## src/rtl/mbox_rd_if_if.sv

```systemverilog
// Bundle between the MAILBOX read side and its FIFO / word consumer.
// master = reassembler, slave = FIFO plus downstream consumer.
interface mbox_rd_if_if #(
    parameter int WB_DW  = 32,
    parameter int WOU_DW = 8,
    parameter int CNT_W  = 16
);
    logic              mbox_rd_o;
    logic [WOU_DW-1:0] mbox_di_i;
    logic              mbox_empty_i;
    logic              flush_i;
    logic [WB_DW-1:0]  word_o;
    logic              word_vld_o;
    logic              word_rdy_i;
    logic              partial_o;
    logic [CNT_W-1:0]  word_cnt_o;

    modport master (
        output mbox_rd_o, word_o, word_vld_o, partial_o, word_cnt_o,
        input  mbox_di_i, mbox_empty_i, flush_i, word_rdy_i
    );

    modport slave (
        input  mbox_rd_o, word_o, word_vld_o, partial_o, word_cnt_o,
        output mbox_di_i, mbox_empty_i, flush_i, word_rdy_i
    );
endinterface

```

## src/rtl/mbox_rd_if.sv

```systemverilog
// MAILBOX read side: pops bytes LSB first and reassembles 32-bit words
// onto a valid/ready output register.
module mbox_rd_if #(
    parameter int WB_DW  = 32,
    parameter int WOU_DW = 8,
    parameter int CNT_W  = 16
) (
    input  logic         wb_clk_i,
    input  logic         wb_rst_i,
    mbox_rd_if_if.master bus
);
    localparam int NB = WB_DW / WOU_DW;
    localparam logic [2:0] LAST = 3'(NB - 1);
    localparam logic [2:0] FULL = 3'(NB);
    localparam logic [CNT_W-1:0] CNT_ONE = CNT_W'(1);

    logic [2:0]       n_iss;
    logic [2:0]       n_cap;
    logic             rd_pend;
    logic [WB_DW-1:0] shift_buf;
    logic [WB_DW-1:0] word;
    logic             vld;
    logic [CNT_W-1:0] cnt;

    logic             rd;
    logic             out_free;
    logic             direct;
    logic             held;
    logic             load;
    logic [WB_DW-1:0] cap_word;

    assign rd       = ~bus.mbox_empty_i & (n_iss < FULL) & ~bus.flush_i;
    assign cap_word = {bus.mbox_di_i, shift_buf[WB_DW-1:WOU_DW]};
    assign out_free = ~vld | bus.word_rdy_i;

    // 4th byte arriving straight into a free output, or a parked word
    // in HOLD leaving once the consumer frees the register.
    assign direct = rd_pend & (n_cap == LAST) & out_free & ~bus.flush_i;
    assign held   = (n_cap == FULL) & out_free & ~bus.flush_i;
    assign load   = direct | held;

    always_ff @(posedge wb_clk_i or posedge wb_rst_i) begin
        if (wb_rst_i) begin
            n_iss     <= '0;
            n_cap     <= '0;
            rd_pend   <= 1'b0;
            shift_buf <= '0;
            word      <= '0;
            vld       <= 1'b0;
            cnt       <= '0;
        end else begin
            rd_pend <= rd;
            if (bus.flush_i) begin
                n_iss     <= '0;
                n_cap     <= '0;
                shift_buf <= '0;
            end else if (load) begin
                n_iss <= '0;
                n_cap <= '0;
            end else begin
                if (rd)
                    n_iss <= n_iss + 3'd1;
                if (rd_pend) begin
                    n_cap     <= n_cap + 3'd1;
                    shift_buf <= cap_word;
                end
            end
            if (load) begin
                word <= direct ? cap_word : shift_buf;
                vld  <= 1'b1;
                cnt  <= cnt + CNT_ONE;
            end else if (bus.word_rdy_i) begin
                vld <= 1'b0;
            end
        end
    end

    assign bus.mbox_rd_o  = rd;
    assign bus.word_o     = word;
    assign bus.word_vld_o = vld;
    assign bus.word_cnt_o = cnt;
    assign bus.partial_o  = (n_iss != 3'd0);
endmodule

```

## src/flat_wrapper.sv

```systemverilog
// flat-port wrapper written by rule: the top's interface ports become plain ports
module mbox_rd_if_flat 
#(
    parameter int WB_DW  = 32,
    parameter int WOU_DW = 8,
    parameter int CNT_W  = 16
)
  (wb_clk_i, wb_rst_i, bus_mbox_rd_o, bus_word_o, bus_word_vld_o, bus_partial_o, bus_word_cnt_o, bus_mbox_di_i, bus_mbox_empty_i, bus_flush_i, bus_word_rdy_i);
  mbox_rd_if_if #(.WB_DW(WB_DW), .WOU_DW(WOU_DW), .CNT_W(CNT_W)) bus_i ();
  input  logic wb_clk_i;
  input  logic wb_rst_i;
  output wire logic [$bits(bus_i.mbox_rd_o)-1:0] bus_mbox_rd_o;
  output wire logic [$bits(bus_i.word_o)-1:0] bus_word_o;
  output wire logic [$bits(bus_i.word_vld_o)-1:0] bus_word_vld_o;
  output wire logic [$bits(bus_i.partial_o)-1:0] bus_partial_o;
  output wire logic [$bits(bus_i.word_cnt_o)-1:0] bus_word_cnt_o;
  input wire logic [$bits(bus_i.mbox_di_i)-1:0] bus_mbox_di_i;
  input wire logic [$bits(bus_i.mbox_empty_i)-1:0] bus_mbox_empty_i;
  input wire logic [$bits(bus_i.flush_i)-1:0] bus_flush_i;
  input wire logic [$bits(bus_i.word_rdy_i)-1:0] bus_word_rdy_i;
  assign bus_mbox_rd_o = bus_i.mbox_rd_o;
  assign bus_word_o = bus_i.word_o;
  assign bus_word_vld_o = bus_i.word_vld_o;
  assign bus_partial_o = bus_i.partial_o;
  assign bus_word_cnt_o = bus_i.word_cnt_o;
  assign bus_i.mbox_di_i = bus_mbox_di_i;
  assign bus_i.mbox_empty_i = bus_mbox_empty_i;
  assign bus_i.flush_i = bus_flush_i;
  assign bus_i.word_rdy_i = bus_word_rdy_i;
  mbox_rd_if #(.WB_DW(WB_DW), .WOU_DW(WOU_DW), .CNT_W(CNT_W)) u_core (.wb_clk_i(wb_clk_i), .wb_rst_i(wb_rst_i), .bus(bus_i));
endmodule
```

## config.mk

```make
export PLATFORM = sky130hd
export DESIGN_NAME = mbox_rd_if_flat
export DESIGN_NICKNAME = d
export VERILOG_FILES = /design/src/rtl/mbox_rd_if_if.sv /design/src/rtl/mbox_rd_if.sv /design/src/flat_wrapper.sv
export SDC_FILE = /design/constraint.sdc
export NUM_CORES = 1
export LEC_CHECK = 0
export CAP_MARGIN = 0
export CORE_MARGIN = 2
export CORE_UTILIZATION = 37
export DETAILED_ROUTE_END_ITERATION = 16
export PLACE_DENSITY = 0.6
export REMOVE_ABC_BUFFERS = 1
export SYNTH_ARGS = -nofsm -noshare
export SYNTH_HDL_FRONTEND = slang
export SYNTH_SLANG_ARGS = --single-unit
```

## constraint.sdc

```tcl
create_clock -name wb_clk_i -period 2.7 [get_ports wb_clk_i]
set_input_delay 0.405 -clock wb_clk_i [delete_from_list [all_inputs] [get_ports wb_clk_i]]
set_output_delay 0.405 -clock wb_clk_i [all_outputs]
set_load 0.01 [all_outputs]
```

==> reports/qor.csv <==
stage,metric,value,unit
status,status,"finished, final reports clean",
power_and_ir_drop,peakVddDrop,0.276,mV
global_route,use_met3,4.18,%
global_route,gr-usage-met2,23.3,%
die,rows,37,
detailed_routing,via_per_inst,5.05,
min_path,hold_class,input pin to asynchronous set/reset pin,
worst_setup_path,path_class,register to register,
detailed_routing,drtPass1Iterations,4,
detailed_routing,antenna_left,0,
timing,final_max_slew_viol_count,0,
timing,fmax,420,MHz
global_route,track_usage,15.4,%
die,initial_core_util,38.4,%
placement,port_buffers,63,
worst_setup_path,path_cells,"ha_1, ha_1, a22oi_2, nor3_4, nor3b_2, a22o_1",
die,die_area,11600,um2
worst_setup_path,max_stage_delay,0.85,ns
detailed_routing,dr_total_vias,2878,
timing,fin_crit,2.38,ns
clocking,clkTransAtPathRegs,0.09,ns
power_and_ir_drop,power.leakage,2.27,nW
global_route,grt-ovfl-total,0,
yosys,yosysTopAreaCellShare,55.4,%
yosys,ys_ff_latch,88,
final_layout,nets,448,
yosys,yosysMostFrequentCell,dfrtp_1,
yosys,yosysSeqAreaShare,55.4,%
clocking,insertion_delay,0.36,ns
placement,gp_congestion,0.728,
clocking,cts_made_buffers,9,
yosys,synth_edf_count,0,
worst_setup_path,path_common_cell,ha_1,
timing,setup-violations-final,0,
yosys,async_flop_share,100,%
yosys,synthCells,368,
global_route,grt_max_degree,49,
timing,skew,0.00964,ns
clocking,holdBufCountCts,0,
yosys,yosysWarningCount,0,
worst_setup_path,end_kind,register,
yosys,syn-cell-area,3980,um2
detailed_routing,finalWirelength,8250,um
clocking,ctsHtreeMaxLevel,3,
final_layout,n_antenna_cell,0,
worst_setup_path,crit_fanout,17,
final_layout,final_cell_area,4940,um2
worst_setup_path,crit_slowest_cell,nor3b_2,
final_layout,drive_gt1_share,7.83,%
worst_setup_path,crit_family,simple AND/OR/NAND/NOR gates,
yosys,synthFlopType,dfrtp_1,
global_route,grt_antenna_before_repair,0,
die,core_area,10400,um2
worst_setup_path,start_kind,register,
clocking,postCtsSetupRepairBufs,0,
timing,fin_setup_tns,0,ns
worst_setup_path,cp.arrival,2.67,ns
die,die_w,108,um
placement,hpwl,5680,um
timing,grt_setup_unrepaired,false,
clocking,clock_path_buffers,2,
die,io_pins,64,
clocking,tritoncts,yes,
power_and_ir_drop,total_power,2.87,mW
timing,relSlewSlack,29.5,%
detailed_routing,drc_errors,0,
global_route,use_met1,21.6,%
worst_setup_path,cp.required,2.99,ns
power_and_ir_drop,p_per_area,582,nW/um2
clocking,clockRootBuffer,clkbuf_8,
clocking,cts.sink_count,88,
timing,hold_viol,0,
detailed_routing,post_drt_wl_per_cell,14.5,um
yosys,syn_avg_cell_area,10.8,um2
placement,placed_area,4760,um2
final_layout,area_delta_synth_final,24.1,%
die,die-height,108,um
timing,period_share,88.1,%
yosys,synth_top_cells_by_count,"88 x dfrtp_1, 83 x nand2_1, 34 x mux2i_1, 32 x o21ai_0, 17 x a22o_1",
yosys,synthTopCellsByArea,"dfrtp_1 55%, mux2i_1 8.6%, nand2_1 7.8%, o21ai_0 4.0%, a22o_1 3.7%",
flow_run,cap_violations,0,
detailed_routing,drtIter0Drc,121,
final_layout,num-fill-cells,982,
yosys,yosysTopAreaCell,dfrtp_1,
yosys,synthDistinctLibCells,32,
global_route,grt_pass1_vias,2817,
clocking,ctsResizeCount,0,
global_route,grt_pass1_wl,14100,um
timing,worst_pin_slew,1.05,ns
global_route,top_usage_layer,met2,
worst_setup_path,crit_buf_inv,0,
-- state kept, by name, summed over array words and instances (netlist names) --
register and count:
u_core.bus.word_vld_o 1, u_core.rd_pend 1, u_core.bus.word_cnt_o 16, u_core.n_iss 3, u_core.n_cap 3, u_core.shift_buf 32, u_core.bus.word_o 32
-- power breakdown --
part	total, mW	switching [mW]	internal, mW	leakage [nW]
clock network	0.830	0.467	0.362	0.0830
logic	0.518	0.244	0.274	0.988
registers	1.53	0.0933	1.43	1.20
total	2.87	0.804	2.07	2.27
-- area by class of cell --
class                   count  area, um2  share of cell area [%]
inverters                   7       27.5                   0.558
flip-flops and latches     88       2200                    44.6
multi-input cells         248       1620                    32.8
clock inverters             4       28.8                   0.583
clock buffers              12        145                    2.94
repair buffers             75        746                    15.1
well taps                 136        170                    3.45
-- through the flow --
| stage | hold slack (ns) | utilization, % | instances | setup WS (ns) |
|---|---|---|---|---|
| 3_5_place_dp | 0.469 | 45.9 | 554 | 0.210 |
| 3_3_place_gp | 0.461 | 45.9 | 554 | 0.322 |
| 4_1_cts | 0.387 | 47.6 | 570 | 0.270 |
| 5_1_grt | 0.409 | 47.6 | 570 | 0.133 |
| 2_1_floorplan | 0.466 | - | 343 | -0.386 |
| 6_report | 0.374 | 47.6 | 570 | 0.321 |
-- kinds of logic after synthesis --
| logic type | Yosys count | share of synthesized area [%] |
|---|---|---|
| compound gates | 68 | 12.0 |
| xor+xnor | 17 | 3.74 |
| fa+ha+maj | 6 | 1.89 |
| buf+inv | 32 | 4.25 |
| flops | 88 | 55.4 |
| mux | 34 | 8.56 |
| simple gates | 123 | 14.2 |
-- path summary, 6_finish.rpt --
check	depth (start not counted)	slack, ns	from	endpoint
setup / recovery	6	0.32	u_core.n_cap[0]	u_core.shift_buf[5]
hold / removal	2	0.37	wb_rst_i	u_core.bus.word_cnt_o[10]
setup reg to reg	6	0.32	u_core.n_cap[0]	u_core.shift_buf[5]
hold reg to reg	2	0.48	u_core.bus.word_o[11]	u_core.bus.word_o[11]
max in group asynchronous	3	1.74	wb_rst_i	u_core.shift_buf[13]
min in group wb_clk_i	2	0.48	u_core.bus.word_o[11]	u_core.bus.word_o[11]
-- layer usage --
metal  routed length [um]  share of wire (%)
met1                 3970                 48
met2                 3780                 46
met3                  400                4.8
met4                   93                1.1
met5                    0                  0
-- layout by cell type, fill, tap and decap left out, drive strengths merged --
cell type,n
dfrtp,88
nand2,83
clkdlybuf4s50,63
mux2i,34
o21ai,33
a22o,17
xnor2,15
o311ai,15
clkbuf,12
buf,12
nand3,8
nand4,7
nor3,7
inv,7
ha,6
nor2,4
and4,3
nor2b,2
xor2,2
and2,2
nand2b,2
clkinv,2
clkinvlp,2
nor4,2
a22oi,1
or3,1
and3,1
nor3b,1
a21oi,1
a2111oi,1
Power figures use the tool's default switching activity.
